===== src/rtl/ctrl_issue_seq.sv =====
// ctrl_issue_seq: issue sequencer between the control decoder and execute.
// Holds one decoded instruction in a registered issue slot, stretches mul/div
// over MUL_CYC/DIV_CYC cycles, squashes illegal encodings, drops the slot on a
// branch/jump flush and parks the core after a halt (opcode 15) issues.
// Optional feature macro: CTRL_ISSUE_PERF_EN adds saturating perf counters
// perf_issued (legal accepts) and perf_stall (offered but not accepted, not
// halted). With the macro undefined neither the ports nor the counters exist.

module ctrl_issue_seq #(
  parameter int CTRL_W  = 14,
  parameter int MUL_CYC = 4,
  parameter int DIV_CYC = 16
) (
  input  logic              clk,
  input  logic              rst,
  input  logic              in_valid,
  output logic              in_ready,
  input  logic [3:0]        in_opcode,
  input  logic [3:0]        in_funct,
  input  logic [CTRL_W-1:0] in_ctrl,
  input  logic              flush,
  output logic              ex_valid,
  output logic              ex_last,
  output logic [3:0]        ex_opcode,
  output logic [3:0]        ex_funct,
  output logic [CTRL_W-1:0] ex_ctrl,
  output logic              illegal,
  output logic              halted
`ifdef CTRL_ISSUE_PERF_EN
  ,
  output logic [15:0]       perf_issued,
  output logic [15:0]       perf_stall
`endif
);

  // Remaining-cycle counter reload values; a 1-cycle op reloads 0.
  localparam logic [3:0] MUL_LOAD = 4'(MUL_CYC - 1);
  localparam logic [3:0] DIV_LOAD = 4'(DIV_CYC - 1);

  localparam logic [3:0] OP_ALU  = 4'd0;
  localparam logic [3:0] OP_HALT = 4'd15;
  localparam logic [3:0] FN_MUL  = 4'b0100;
  localparam logic [3:0] FN_DIV  = 4'b1000;

  typedef enum logic [1:0] {
    ST_EMPTY  = 2'd0,
    ST_EXEC   = 2'd1,
    ST_MULTI  = 2'd2,
    ST_HALTED = 2'd3
  } state_t;

  state_t              state_q, state_d;
  logic [3:0]          cnt_q, cnt_d;
  logic                ex_valid_q, ex_valid_d;
  logic [3:0]          ex_opcode_q, ex_opcode_d;
  logic [3:0]          ex_funct_q, ex_funct_d;
  logic [CTRL_W-1:0]   ex_ctrl_q, ex_ctrl_d;
  logic                illegal_q, illegal_d;
  logic                halted_q, halted_d;

  logic                in_ready_s;
  logic                accept_s;
  logic                legal_s;
  logic                halt_issuing_s;
  logic                issue_s;

  // Legal encoding table: opcode 0 is further qualified by functcode.
  function automatic logic is_legal(input logic [3:0] op, input logic [3:0] fn);
    logic ok;
    ok = 1'b0;
    case (op)
      4'd0: begin
        case (fn)
          4'b0000, 4'b0001, 4'b0100,
          4'b1000, 4'b1110, 4'b1111: ok = 1'b1;
          default:                   ok = 1'b0;
        endcase
      end
      4'd1, 4'd2, 4'd4, 4'd5, 4'd6, 4'd8,
      4'd9, 4'd10, 4'd11, 4'd12, 4'd15: ok = 1'b1;
      default:                          ok = 1'b0;
    endcase
    return ok;
  endfunction

  // Cycles left after the first execute cycle for the offered instruction.
  function automatic logic [3:0] cnt_load(input logic [3:0] op, input logic [3:0] fn);
    logic [3:0] ld;
    ld = 4'd0;
    if (op == OP_ALU && fn == FN_MUL) begin
      ld = MUL_LOAD;
    end else if (op == OP_ALU && fn == FN_DIV) begin
      ld = DIV_LOAD;
    end else begin
      ld = 4'd0;
    end
    return ld;
  endfunction

  // Handshake and slot-status decode shared by next-state and counters.
  always_comb begin
    in_ready_s     = !rst && !flush && (state_q != ST_HALTED) && (cnt_q == 4'd0);
    accept_s       = in_valid && in_ready_s;
    legal_s        = is_legal(in_opcode, in_funct);
    // A halt in its single issue cycle parks the core on the next edge; that
    // transition wins over anything offered in the same cycle.
    halt_issuing_s = ex_valid_q && (cnt_q == 4'd0) && (ex_opcode_q == OP_HALT)
                     && (state_q != ST_HALTED);
    issue_s        = accept_s && legal_s && !halt_issuing_s;
  end

  // Issue-slot next state: halted > flush > halt parking > accept > countdown > drain.
  always_comb begin
    state_d     = state_q;
    cnt_d       = cnt_q;
    ex_valid_d  = ex_valid_q;
    ex_opcode_d = ex_opcode_q;
    ex_funct_d  = ex_funct_q;
    ex_ctrl_d   = ex_ctrl_q;
    illegal_d   = 1'b0;
    halted_d    = halted_q;

    if (state_q == ST_HALTED) begin
      // Parked until reset; flush and inputs are ignored.
      ex_valid_d = 1'b0;
      cnt_d      = 4'd0;
      halted_d   = 1'b1;
    end else if (flush) begin
      ex_valid_d = 1'b0;
      cnt_d      = 4'd0;
      state_d    = ST_EMPTY;
    end else if (halt_issuing_s) begin
      ex_valid_d = 1'b0;
      cnt_d      = 4'd0;
      halted_d   = 1'b1;
      state_d    = ST_HALTED;
    end else if (accept_s) begin
      if (legal_s) begin
        ex_valid_d  = 1'b1;
        ex_opcode_d = in_opcode;
        ex_funct_d  = in_funct;
        ex_ctrl_d   = in_ctrl;
        cnt_d       = cnt_load(in_opcode, in_funct);
        if (cnt_load(in_opcode, in_funct) != 4'd0) begin
          state_d = ST_MULTI;
        end else begin
          state_d = ST_EXEC;
        end
      end else begin
        // Squash: the slot becomes a bubble and the pulse reports it.
        ex_valid_d  = 1'b0;
        ex_opcode_d = 4'd0;
        ex_funct_d  = 4'd0;
        ex_ctrl_d   = {CTRL_W{1'b0}};
        cnt_d       = 4'd0;
        illegal_d   = 1'b1;
        state_d     = ST_EMPTY;
      end
    end else if (cnt_q != 4'd0) begin
      // Multi-cycle op keeps its slot contents; only the counter moves.
      cnt_d = cnt_q - 4'd1;
      if (cnt_q == 4'd1) begin
        state_d = ST_EXEC;
      end else begin
        state_d = ST_MULTI;
      end
    end else begin
      ex_valid_d = 1'b0;
      state_d    = ST_EMPTY;
    end
  end

  // Issue-slot registers with synchronous reset.
  always_ff @(posedge clk) begin
    if (rst) begin
      state_q     <= ST_EMPTY;
      cnt_q       <= 4'd0;
      ex_valid_q  <= 1'b0;
      ex_opcode_q <= 4'd0;
      ex_funct_q  <= 4'd0;
      ex_ctrl_q   <= {CTRL_W{1'b0}};
      illegal_q   <= 1'b0;
      halted_q    <= 1'b0;
    end else begin
      state_q     <= state_d;
      cnt_q       <= cnt_d;
      ex_valid_q  <= ex_valid_d;
      ex_opcode_q <= ex_opcode_d;
      ex_funct_q  <= ex_funct_d;
      ex_ctrl_q   <= ex_ctrl_d;
      illegal_q   <= illegal_d;
      halted_q    <= halted_d;
    end
  end

`ifdef CTRL_ISSUE_PERF_EN
  logic [15:0] perf_issued_q, perf_issued_d;
  logic [15:0] perf_stall_q, perf_stall_d;

  // Saturating event counters for issued instructions and stalled offers.
  always_comb begin
    perf_issued_d = perf_issued_q;
    perf_stall_d  = perf_stall_q;
    if (issue_s && (perf_issued_q != 16'hFFFF)) begin
      perf_issued_d = perf_issued_q + 16'd1;
    end else begin
      perf_issued_d = perf_issued_q;
    end
    if (in_valid && !in_ready_s && !halted_q && (perf_stall_q != 16'hFFFF)) begin
      perf_stall_d = perf_stall_q + 16'd1;
    end else begin
      perf_stall_d = perf_stall_q;
    end
  end

  // Perf counter registers, cleared by reset.
  always_ff @(posedge clk) begin
    if (rst) begin
      perf_issued_q <= 16'd0;
      perf_stall_q  <= 16'd0;
    end else begin
      perf_issued_q <= perf_issued_d;
      perf_stall_q  <= perf_stall_d;
    end
  end

  assign perf_issued = perf_issued_q;
  assign perf_stall  = perf_stall_q;
`else
  logic unused_issue_s;
  assign unused_issue_s = issue_s;
`endif

  assign in_ready  = in_ready_s;
  assign ex_last   = ex_valid_q && (cnt_q == 4'd0);
  assign ex_valid  = ex_valid_q;
  assign ex_opcode = ex_opcode_q;
  assign ex_funct  = ex_funct_q;
  assign ex_ctrl   = ex_ctrl_q;
  assign illegal   = illegal_q;
  assign halted    = halted_q;

endmodule


===== config.mk =====
export PLATFORM = sky130hd
export DESIGN_NAME = ctrl_issue_seq
export DESIGN_NICKNAME = d
export VERILOG_FILES = /design/src/rtl/ctrl_issue_seq.sv
export SDC_FILE = /design/constraint.sdc
export NUM_CORES = 1
export LEC_CHECK = 0
export ABC_CLOCK_PERIOD_IN_PS = 4100
export BUFFER_PORTS_ARGS = -buffer_cell sky130_fd_sc_hd__buf_2
export CAP_MARGIN = 20
export CORE_ASPECT_RATIO = 0.9
export CORE_UTILIZATION = 44
export DETAILED_ROUTE_END_ITERATION = 8
export PLACE_DENSITY = 0.8
export SLEW_MARGIN = 20
export SYNTH_ARGS = -nofsm -noshare
export SYNTH_HDL_FRONTEND = slang
export SYNTH_SLANG_ARGS = --single-unit

===== constraint.sdc =====
create_clock -name clk -period 4.1 [get_ports clk]
set_input_delay 0.41 -clock clk [delete_from_list [all_inputs] [get_ports clk]]
set_output_delay 0.41 -clock clk [all_outputs]
set_load 0.005 [all_outputs]

# After elaboration in Yosys (flattened, before gate mapping)
# Index checks and enable logic that the tools add are counted.
# Widths: inputs -> output; s select.
# totals
ff_bits	31
output_inout_bits	27
# op_classes
add_sub_neg	1
n_eq_ne	22
n_mux	29
bitwise_logic	4
reduce_logical	24
# ops
cell	count
$mux 4	12
$eq 4x4->1 const B	10
$eq 4x3->1 const B	4
$mux 14	1
$mux 2	7
$eq 4x1->1 const B	3
$logic_not 4->1	3
$reduce_or 11->1	1
$logic_and 1x1->1	9
$mux 1	8
$reduce_bool 4->1	2
$reduce_or 6->1	1
$reduce_or 5->1	1
$eq 4x2->1 const B	1
$ne 2x2->1 const B	2
$not 1->1	4
$reduce_and 4->1	1
$reduce_bool 2->1	2
$reduce_or 4->1	1
$sub 4x1->4 const B	1
$eq 2x2->1 const B	1
$logic_not 1->1	2
$ne 2x1->1 const B	1
$pmux 1 s2	1
$reduce_and 2->1	1

# Logic depth before layout (Yosys ltp)
# logic_depth
ltp_word	15
depth_mapped	7
depth_no_buf	6

# Least setup slack after synthesis
# OpenSTA, ideal clock, no wires.
# synth_path
path_type	input to register
from	in rst
to	reg cnt_q[2]
setup_ns	0.070
arrival_time_ns	1.842
required_time_ns	4.030
slack_ns	2.188
stages	6
path_buffers	2
path_cell_list	buf_6 > a211o_1 > buf_6 > or4_1 > or3_1 > a21oi_1
# synth_via
elab_chain_cells	6
word_cells_on_any_way	8
# synth_rtl
item	line_no	source
from (decl)	15	input logic rst,
$logic_not 1->1	102	in_ready_s = !rst && !flush && (state_q != ST_HALTED) && (cnt_q == 4'd0);
$logic_and 1x1->1 (3 in series)	102	
$logic_and 1x1->1	103	accept_s = in_valid && in_ready_s;
$mux 4 or $reduce_bool 2->1 (tied branches)	--	
to (signal assigned)	186	cnt_q <= cnt_d;
to (decl)	53	logic [3:0] cnt_q, cnt_d;
# Several ways; a longest one is shown, not always the timed one.
# A chain may end at the register's enable or synchronous reset.

# Final worst setup path
# layout_path
from	reg cnt_q[0]
to	reg ex_ctrl_q[5], in the netlist ex_ctrl[5]
# layout_via
elab_chain_cells	6
word_cells_on_any_way	8
# layout_rtl
item	line_no	source
$logic_not 4->1 (*)	102, 107	
$logic_and 1x1->1 (2 in series)	107	halt_issuing_s = ex_valid_q && (cnt_q == 4'd0) && (ex_opcode_q == OP_HALT)
$logic_and 1x1->1	108	&& (state_q != ST_HALTED);
$not 1->1 (no line)	--	
$reduce_and 4->1 (no line) (*)	--	
to (signal assigned)	181	ex_ctrl_q <= {CTRL_W{1'b0}};
to (signal assigned)	190	ex_ctrl_q <= ex_ctrl_d;
to (decl)	57	logic [CTRL_W-1:0] ex_ctrl_q, ex_ctrl_d;
# Every way passes the cells marked *; elsewhere a longest branch is shown, timed or not.

==> parameters.txt <==
Parameter                              Value

Status
  Result of the run    finished clean

Yosys
  Mapped Cells    175
  Post-synth top area cell    sky130_fd_sc_hd__dfxtp_1
  Flip-flop and latch count after synthesis    31
  Cell types with the largest area share after synthesis    sky130_fd_sc_hd__dfxtp_1, sky130_fd_sc_hd__o32ai_1, sky130_fd_sc_hd__nand2_1
  Share of flip-flops with an asynchronous set or reset    0%
  Average instance area after synthesis    roughly 8.5 µm²
  Post-synthesis cell area    about 1500 µm²
  Area share of the leading cell type in the synthesized netlist    between 40% and 50%
  Number of flops mapped to enable cells by yosys    0
  Ys Warns    0
  Count of unique library cells instantiated by Yosys    40
  Leading register cell type out of synthesis    sky130_fd_sc_hd__dfxtp_1
  Number of nets in the synthesized netlist    204
  Part of the Yosys area used for sequential elements    around two fifths

Critical path
  Critical Path Sink Type    flip-flop
  Crit path from    cnt_q[0]
  Stages on worst setup path    7
  Kind of launch point of the worst setup path    flip-flop
  Kind of cell adding the most delay to the critical path    compound AO/OA/AOI/OAI gates
  Cell with the biggest individual delay on the critical path    sky130_fd_sc_hd__a211oi_4
  CP required    roughly 4.3 ns
  Worst R2R End    ex_ctrl[5]
  Worst reg2reg startpoint    cnt_q[0]
  Count of cells along the worst register-to-register path    7
  Setup CP Type    flip-flop to flip-flop
  WP buf/inv    2
  Worst path cell trace    inv_1 > ha_1 > nand4bb_1 > a211oi_4 > buf_4 > nand2_1 > o32ai_1
  CP peak stage delay    between 0.8 and 0.9 ns
  Maximum fanout encountered on the critical timing path    27
  Reg2Reg Setup Slack    between 1.5 and 2 ns
  Setup crit end    ex_ctrl[5]
  Data arrival time of the critical path    roughly 2.7 ns

Global route
  Global route total overflow    0
  Initial antenna violation count    0
  Global router's overall resource usage    between 15 and 20%
  Pin count of the biggest net entering global routing    28
  Vias in the first global route    1273
  Wire length of the first global-routing pass    5580 µm

Pwr
  Fraction of power spent switching nets    between 20% and 30%
  Static power due to leakage    between 0.0007 and 0.0008 µW
  Switching component of the power    149 µW
  Part of the power in the clock network    34.7%
  Combinational power share    ~13%
  Worst voltage drop across the vdd grid    217 µV
  Cell Pwr Density    around 330 nW/µm²
  Final Total Pwr    approximately 600 µW
  Flop pwr share    between 50% and 60%
  Internal power summed over all cells    461 µW

Timing
  Hold Slack    between 0.3 and 0.4 ns
  Unrepaired setup endpoints after global routing    no
  Crit path time final    between 2 and 3 ns
  Worst slew margin relative to its limit    between 30% and 40%
  Slew of the pin with the lowest slew margin    0.981 ns
  Post-route clock period utilization    between 60% and 70%
  Final worst-path setup slack    roughly 1.5 ns
  Achievable Freq    392 MHz
  Final-report hold violation count    0
  Fin Setup TNS    0 ns
  Worst-case clock skew    0.00433 ns
  Number of setup violations in the final report    0
  Final count of pins violating max slew    0

Clocking
  CTS tree    yes
  Max Root-Sink Buffers    2
  TritonCTS Buffers    5
  Number of H-tree levels    2
  CTS clk-pin slew, worst paths    ~0.06 ns
  Number of instances resized during post-cts repair    0
  Total clock sinks    31
  Worst skew pair latency    approximately 0.28 ns
  # hold bufs at CTS    0
  Number of buffers added for setup after CTS    0
  Root buf cell    sky130_fd_sc_hd__clkbuf_8

Finish
  Cell area after layout    1830 µm²
  Post-layout nets    251
  Area growth from synthesis to layout    22.4%
  Layout cells sized above 1    27.1%
  Antenna diode instance count    0

Detailed routing
  Detailed Route WL    between 3000 and 4000 µm
  Wire per inst    around 13 µm
  Vias per cell    around 5.3
  Number of vias in the routed layout    between 1k and 1.5k
  Antenna-violating nets left    0
  Post-route DRC    0
  Number of design-rule violations left by the first detailed-router iteration    ~110
  First-pass detailed-route iteration total    4

Placement
  DP Worst Slack    1.52 ns
  Placed Area    1750 µm²
  Quantity of I/O buffers inserted on ports    52
  Final RePlAce weighted congestion    0.874
  Detailed placement HPWL    2480 µm

Floorplanning
  Area of the core    3140 µm²
  Die Ht    between 50 and 60 µm
  Die X    around 63 µm
  Die footprint    ~3600 µm²
  Cell row count    19
  Starting utilization of the core area    between 40% and 50%
  I/O pin total    53

Hold path
  Cell depth of the worst hold path    3
  Class of the most critical hold timing path    primary input to flip-flop

Run
  Total of max-cap violations    0
## cells in the mapped netlist, drive strengths merged (2+ instances only)
master and number:
nand2b 3, a21oi 7, dfxtp 31, nand4 2, o211ai 2, nand2 28, nor3 4, or3 4
ha 3, inv 24, nor2 3, a211oi 4, xor2 2, buf 4, o32ai 21, and2 3
clkbuf 9
## kinds of logic after synthesis
| kind of cell | Yosys count | synth area share [%] |
|---|---|---|
| xor+xnor | 3 | 1.76 |
| mux | 1 | 0.671 |
| simple gates | 55 | 18.4 |
| buf+inv | 37 | 10.5 |
| flops | 31 | 41.6 |
| compound gates | 44 | 24.0 |
| fa+ha+maj | 4 | 3.19 |
## per-stage QoR
stage          utilization [%]  instances
5_1_grt                   58.2        263
6_report                  58.2        263
3_5_place_dp              55.9        257
3_3_place_gp              55.9        257
4_1_cts                   58.2        263
2_1_floorplan                -        175
## flip-flops by register name, summed over array words and instances (netlist names)
signal	flops
ex_ctrl	14
cnt_q	4
ex_funct	4
ex_opcode	4
state_q	2
ex_valid	1
halted	1
illegal	1
## worst min-delay path, stage by stage
cell and delay [ns]:
sky130_fd_sc_hd__buf_2 0.07, sky130_fd_sc_hd__nand2_1 0.04, sky130_fd_sc_hd__o32ai_1 0.09
## layout make-up
type / count / area (µm²)
clock buffers: 6 / 72.6
fillers: 322 / 1310
inverters: 24 / 90.1
multi-input cells: 107 / 723
flip-flops and latches: 31 / 621
well taps: 42 / 52.6
repair buffers: 53 / 268
## cells in the final DEF (no fill, tap or decap), types with 3 or more instances in the layout
| cell | instances |
|---|---|
| sky130_fd_sc_hd__nand2_1 | 28 |
| sky130_fd_sc_hd__or3_1 | 4 |
| sky130_fd_sc_hd__a21oi_1 | 7 |
| sky130_fd_sc_hd__clkbuf_8 | 5 |
| sky130_fd_sc_hd__ha_1 | 3 |
| sky130_fd_sc_hd__buf_2 | 52 |
| sky130_fd_sc_hd__and2_1 | 3 |
| sky130_fd_sc_hd__nor3_1 | 4 |
| sky130_fd_sc_hd__nor2_1 | 3 |
| sky130_fd_sc_hd__nand2b_1 | 3 |
| sky130_fd_sc_hd__dfxtp_1 | 31 |
| sky130_fd_sc_hd__inv_1 | 24 |
| sky130_fd_sc_hd__a211oi_1 | 3 |
| sky130_fd_sc_hd__o32ai_1 | 21 |
## per-layer routing
metal / GRT usage, % / wire length, µm / vias up
li1: - / - / 721
met1: 27.3 / 1650 / 619
met2: 28.1 / 1490 / 49
met3: 5.60 / 199 / 8
met4: 9.09 / 56 / 0
met5: 0 / 0 / -
## worst min-delay path by stage
stage                           start           to  slack (ns)
after floorplan              cnt_q[0]     cnt_q[0]        0.44
after global placement    ex_ctrl[11]  ex_ctrl[11]        0.46
after detailed placement   ex_ctrl[9]   ex_ctrl[9]        0.47
after CTS                       flush   state_q[1]        0.37
after global routing      in_ctrl[13]  ex_ctrl[13]        0.38
final                      in_ctrl[0]   ex_ctrl[0]        0.38
## power by group through the flow
stage / registers [µW] / clock network (µW) / logic [µW]
6_report: 321 / 212 / 77.4
5_1_grt: 322 / 231 / 86.2
4_1_cts: 321 / 217 / 78.1
3_5_place_dp: 327 / 0 / 77.8
3_3_place_gp: 327 / 0 / 76.0
2_1_floorplan: 328 / 0 / 44.0
(Power assumes the default switching activity.)
